===== src/rtl/layer_seq.sv =====
// layer_seq: time-multiplexed fully connected layer.
// PAR neurons form a group. A group takes one input per cycle into PAR
// accumulators, then spends one cycle on bias, shift, saturation and the
// optional ReLU. Groups are processed in order until all OUT_NUM outputs
// have been written.
module layer_seq #(
    parameter int DATA_WIDTH = 8,
    parameter int W_BITS     = 8,
    parameter int B_BITS     = 16,
    parameter int IN_NUM     = 16,
    parameter int OUT_NUM    = 8,
    parameter int PAR        = 2,
    parameter int SHIFT      = 0,
    parameter int OUT_WIDTH  = DATA_WIDTH + 8
) (
    input  logic                                 clk,
    input  logic                                 rst,
    input  logic                                 start,
    input  logic                                 act_mode,
    input  logic [IN_NUM*DATA_WIDTH-1:0]         data_in,
    input  logic [OUT_NUM*IN_NUM*W_BITS-1:0]     weights,
    input  logic [OUT_NUM*B_BITS-1:0]            bias,
    output logic                                 busy,
    output logic                                 done,
    output logic [OUT_NUM*OUT_WIDTH-1:0]         data_out
);

    // An uneven split would leave neurons that no group ever computes.
    generate
        if (OUT_NUM % PAR != 0) begin : g_par_check
            $error("layer_seq: OUT_NUM must be a multiple of PAR");
        end
    endgenerate

    localparam int GROUPS = OUT_NUM / PAR;
    // One extra bit beyond the worst-case product sum keeps accumulation exact.
    localparam int ACC_W  = DATA_WIDTH + W_BITS + $clog2(IN_NUM) + 1;
    localparam int SUM_W0 = (ACC_W > B_BITS) ? ACC_W : B_BITS;
    // Wide enough for acc + bias and for holding the output range limits.
    localparam int SUM_W  = ((SUM_W0 > OUT_WIDTH) ? SUM_W0 : OUT_WIDTH) + 1;
    localparam int GW     = (GROUPS > 1) ? $clog2(GROUPS) : 1;
    localparam int JW     = (IN_NUM > 1) ? $clog2(IN_NUM) : 1;

    localparam logic [GW-1:0] LAST_G = GW'(GROUPS - 1);
    localparam logic [JW-1:0] LAST_J = JW'(IN_NUM - 1);

    localparam logic signed [SUM_W-1:0] MAX_V =
        {{(SUM_W-OUT_WIDTH+1){1'b0}}, {(OUT_WIDTH-1){1'b1}}};
    localparam logic signed [SUM_W-1:0] MIN_V =
        {{(SUM_W-OUT_WIDTH+1){1'b1}}, {(OUT_WIDTH-1){1'b0}}};

    localparam logic [1:0] IDLE = 2'd0;
    localparam logic [1:0] MAC  = 2'd1;
    localparam logic [1:0] ACT  = 2'd2;
    localparam logic [1:0] FIN  = 2'd3;

    logic [1:0]                  stateQ, stateD;
    logic [GW-1:0]               gQ, gD;
    logic [JW-1:0]               jQ, jD;
    logic                        modeQ, modeD;
    logic                        doneQ, doneD;
    logic signed [DATA_WIDTH-1:0] xQ   [IN_NUM];
    logic signed [DATA_WIDTH-1:0] xD   [IN_NUM];
    logic signed [ACC_W-1:0]      accQ [PAR];
    logic signed [ACC_W-1:0]      accD [PAR];
    logic signed [OUT_WIDTH-1:0]  outQ [OUT_NUM];
    logic signed [OUT_WIDTH-1:0]  outD [OUT_NUM];

    logic signed [W_BITS-1:0]     wSel [PAR];
    logic signed [B_BITS-1:0]     bSel [PAR];
    logic signed [SUM_W-1:0]      sumV;
    logic signed [SUM_W-1:0]      shV;
    logic signed [OUT_WIDTH-1:0]  satV;

    // Pick the weight for input j and the bias of each neuron in the current group.
    always_comb begin
        for (int p = 0; p < PAR; p++) begin
            wSel[p] = weights[((int'(gQ) * PAR + p) * IN_NUM + int'(jQ)) * W_BITS +: W_BITS];
            bSel[p] = bias[(int'(gQ) * PAR + p) * B_BITS +: B_BITS];
        end
    end

    // Next-state logic: capture, accumulate, finish a group, signal completion.
    always_comb begin
        stateD = stateQ;
        gD     = gQ;
        jD     = jQ;
        modeD  = modeQ;
        doneD  = 1'b0;
        xD     = xQ;
        accD   = accQ;
        outD   = outQ;
        sumV   = '0;
        shV    = '0;
        satV   = '0;
        case (stateQ)
            IDLE: begin
                if (start) begin
                    for (int i = 0; i < IN_NUM; i++) begin
                        xD[i] = data_in[i*DATA_WIDTH +: DATA_WIDTH];
                    end
                    for (int p = 0; p < PAR; p++) begin
                        accD[p] = '0;
                    end
                    modeD  = act_mode;
                    gD     = '0;
                    jD     = '0;
                    stateD = MAC;
                end
            end
            MAC: begin
                for (int p = 0; p < PAR; p++) begin
                    accD[p] = accQ[p] + ACC_W'(xQ[jQ]) * ACC_W'(wSel[p]);
                end
                if (jQ == LAST_J) begin
                    jD     = '0;
                    stateD = ACT;
                end else begin
                    jD = jQ + JW'(1);
                end
            end
            ACT: begin
                for (int p = 0; p < PAR; p++) begin
                    sumV = SUM_W'(accQ[p]) + SUM_W'(bSel[p]);
                    shV  = sumV >>> SHIFT;
                    if (shV > MAX_V) begin
                        satV = MAX_V[OUT_WIDTH-1:0];
                    end else if (shV < MIN_V) begin
                        satV = MIN_V[OUT_WIDTH-1:0];
                    end else begin
                        satV = shV[OUT_WIDTH-1:0];
                    end
                    if (modeQ && satV[OUT_WIDTH-1]) begin
                        satV = '0;
                    end
                    outD[int'(gQ) * PAR + p] = satV;
                    accD[p] = '0;
                end
                jD = '0;
                if (gQ == LAST_G) begin
                    stateD = FIN;
                end else begin
                    gD     = gQ + GW'(1);
                    stateD = MAC;
                end
            end
            FIN: begin
                // done is registered, so the pulse appears on the edge leaving FIN.
                doneD  = 1'b1;
                gD     = '0;
                stateD = IDLE;
            end
            default: begin
                stateD = IDLE;
            end
        endcase
    end

    // State registers; reset aborts any run and clears every output.
    always_ff @(posedge clk or posedge rst) begin
        if (rst) begin
            stateQ <= IDLE;
            gQ     <= '0;
            jQ     <= '0;
            modeQ  <= 1'b0;
            doneQ  <= 1'b0;
            for (int i = 0; i < IN_NUM; i++) begin
                xQ[i] <= '0;
            end
            for (int p = 0; p < PAR; p++) begin
                accQ[p] <= '0;
            end
            for (int o = 0; o < OUT_NUM; o++) begin
                outQ[o] <= '0;
            end
        end else begin
            stateQ <= stateD;
            gQ     <= gD;
            jQ     <= jD;
            modeQ  <= modeD;
            doneQ  <= doneD;
            xQ     <= xD;
            accQ   <= accD;
            outQ   <= outD;
        end
    end

    // Flatten the output registers onto the port.
    always_comb begin
        data_out = '0;
        for (int o = 0; o < OUT_NUM; o++) begin
            data_out[o*OUT_WIDTH +: OUT_WIDTH] = outQ[o];
        end
    end

    assign busy = (stateQ != IDLE);
    assign done = doneQ;

endmodule

===== config.mk =====
export PLATFORM = sky130hd
export DESIGN_NAME = layer_seq
export DESIGN_NICKNAME = d
export VERILOG_FILES = /design/src/rtl/layer_seq.sv
export SDC_FILE = /design/constraint.sdc
export NUM_CORES = 2
export LEC_CHECK = 0
export ABC_AREA = 1
export CAP_MARGIN = 20
export CELL_PAD_IN_SITES_DETAIL_PLACEMENT = 1
export CELL_PAD_IN_SITES_GLOBAL_PLACEMENT = 1
export CORE_AREA = 2 2 545 547
export DETAILED_ROUTE_END_ITERATION = 6
export DIE_AREA = 0 0 547 549
export PLACE_DENSITY = 0.38
export SKIP_LAST_GASP = 1
export SLEW_MARGIN = 10
export SYNTH_ARGS = -nofsm -noshare
export SYNTH_HDL_FRONTEND = slang
export SYNTH_SLANG_ARGS = --single-unit
export TNS_END_PERCENT = 10

===== constraint.sdc =====
create_clock -name clk -period 25.2 [get_ports clk]
set_input_delay 3.78 -clock clk [delete_from_list [all_inputs] [get_ports clk]]
set_output_delay 3.78 -clock clk [all_outputs]
set_load 0.05 [all_outputs]

==> flow_summary.toml <==
[critical_path]
worstPathMaxFanout = 6
path_common_cell = "nand2_1"
critPathArrivalTime_ns = 11.40
startpoint_type = "input pin"
path_class = "input pin to register"
crit_slowest_cell = "fa_1"
endpoint_kind = "register"
critPathMaxStageDelay_ns = 0.55
cp_data_required_time_ns = 25.77

[timing]
setup-tns-final_ns = 0
fmax_ghz = 0.09227
post-route-period-util_pct = 43.01
fin_skew_ns = 0.03636
rsz0062_at_grt = "no"
finalHoldViolCount = 0
fin_ws_ns = 14.36
finalCriticalPeriod_ns = 10.84
finalSetupViolations = 0
worst_pin_slew_ns = 1.325
slew_viol_final = 0
relSlewSlack_pct = 10.75

[clocking]
cts.sinks = 308
cts_resized = 0
numCtsBuffers = 44
clockBufferDepth = 3
clock-root-buffer = "clkbuf_16"
hold_buffers = 0
post_cts_buffers = 0
path_clk_slew_ns = 0.06
cts_max_level = 2
cts_tree = "built"
insertion_delay_ns = 0.63

[floorplanning]
ioPinCount = 1414
std_cell_rows = 200
start_util_pct = 11.30
die_area_mm2 = 0.3003
die_y_um = 549
fp.dieW_um = 547
core_region_area_mm2 = 0.2950

[yosys]
synth_ff_type = "dfrtp_1"
yosys-top-cells-area = "dfrtp_1 (23%), o21ai_0 (12%), fa_1 (11%), nor2_1 (10%), nand2_1 (6.4%)"
ys.warnings.count = 0
ys_async_sr_fraction_pct = 100.0
synth-seq-cells = 308
syn_nets = 6388
synth_top_area_share_pct = 23.11
synth_edf_count = 0
synth_area_leader_cell = "dfrtp_1"
synth.yosys.seq_area_share_pct = 23.11
syn_inst = 4775
avgSynthCellArea_um2 = 6.985
synth_cell_types = 51
syn_area_mm2 = 0.03335

[grt]
antenna_found_initial = 108
grt_pass1_wl_um = 381200
track_usage_pct = 18.29
overflow = 0
grt_max_degree = 156
grt_pass1_vias = 43345

[route]
wl_per_cell_um = 28.47
postRouteAntennaNets = 0
drt-initial-drc-count = 1952
dr.pass1.iters = 5
wl_um = 284800
via_count = 40157
via_per_inst = 4.015
drc = 0

[run]
maxCapViolations = 0

[final_layout]
fin_nets = 7606
drive_gt1_share_pct = 7.186
area_delta_synth_final_pct = 59.90

[placed_design]
gp_congestion = 0.8989
place_ws_ns = 13.44
io_buffers = 1413
hpwl_um = 237900

[status]
status = "finished clean"

[worst_hold_path]
hp-class = "register to register"
[critical path, delay by kind of cell]
family	cells	cell delay (ns)
AND/OR/NAND/NOR	10	1.00
adder cells (fa/ha/maj)	6	2.85
buffers and inverters	6	1.02
AO/OA/AOI/OAI	9	2.77
[placed cells by master, fill, tap and decap left out, types with 9 or more instances in the layout]
master,n
a21oi_1,189
o221ai_1,62
o21bai_1,9
fa_1,186
clkbuf_16,45
o21ai_0,818
nor3_1,9
inv_1,387
nand3_1,124
buf_4,87
nor2_1,915
nand2_2,37
ha_1,143
mux2_2,105
nand4_1,11
o21ai_1,24
nand2_4,11
xor2_1,24
o22ai_1,305
xnor2_1,25
clkinv_2,9
dfrtp_1,302
inv_2,25
clkdlybuf4s50_1,1413
nand2_1,570
o211ai_1,28
or2_2,61
diode_2,36
[synth_stat cells, types with 3 or more instances]
master,number
o211ai_1,28
buf_6,10
mux2_2,105
nor2_1,916
o21bai_1,9
a21oi_1,189
o21a_1,5
nand2_1,571
buf_4,39
clkbuf_1,199
nand3b_1,5
or2_0,5
clkinv_1,3
nand3_1,124
o21ai_1,20
xnor2_1,25
o21ai_0,822
inv_2,26
inv_1,391
a22o_1,4
buf_1,12
xor2_1,24
fa_1,186
nor2_2,5
nand2_2,37
dfrtp_1,308
a31oi_1,7
or2_1,4
ha_1,143
nand2_4,10
o221ai_1,62
o22ai_1,309
or2_2,61
nor3_1,9
nand4_1,11
buf_2,70
[logic make-up after synthesis]
kind of cell	share of synthesized area, %
XOR/XNOR	1.287
AO/OA/AOI/OAI	24.31
adder cells (fa/ha/maj)	16.53
flip-flops	23.11
multiplexers	3.545
buffers and inverters	9.503
AND/OR/NAND/NOR	21.72
[final cells by class]
| cell class | instances | area, um^2 |
|---|---|---|
| Tap cell | 3939 | 4928 |
| Antenna cell | 36 | 90.09 |
| Multi-Input combinational cell | 3714 | 22520 |
| Timing Repair Buffer | 1505 | 14900 |
| Sequential cell | 308 | 7730 |
| Clock buffer | 59 | 1259 |
| Clock inverter | 20 | 299.0 |
| Fill cell | 35154 | 241700 |
| Inverter | 420 | 1613 |
[final timing paths]
kind                               start             to  slack [ns]  depth (start not counted)
setup / recovery            weights[434]       accQ[16]       14.36                         31
hold / removal             data_out[104]  data_out[104]        0.48                          2
setup reg to reg                   jQ[0]       accQ[16]       14.79                         33
hold reg to reg            data_out[104]  data_out[104]        0.48                          2
max in group asynchronous            rst         xQ[19]       17.97                          6
min in group asynchronous            rst   data_out[14]        3.72                          2
[layer usage]
| metal | vias up | track usage [%] | wire length (um) |
|---|---|---|---|
| met5 | - | 0 | 97 |
| met4 | 16 | 4.505 | 8061 |
| met3 | 259 | 2.424 | 10780 |
| met2 | 1132 | 35.23 | 152400 |
| met1 | 20228 | 20.93 | 113400 |
| li1 | 18522 | - | - |
[registers in the layout, indices dropped and copies added, names as in the netlist]
signal    flops
xQ          128
accQ         42
stateQ        2
jQ            4
modeQ         1
done          1
data_out    128
gQ            2
[through the flow]
stage,instance area [um^2],util (%),std cells,hold slack [ns]
3_3_place_gp,51660,17.51,9883,0.4649
3_5_place_dp,51680,17.52,9886,0.4687
6_report,53330,18.08,10001,0.4802
4_1_cts,53240,18.05,9965,0.4852
2_1_floorplan,33350,-,4775,0.4739
5_1_grt,53290,18.06,9986,0.5028
Power is not shown: default switching activity piles up to over one toggle a cycle in this logic, so the estimate is an artifact.
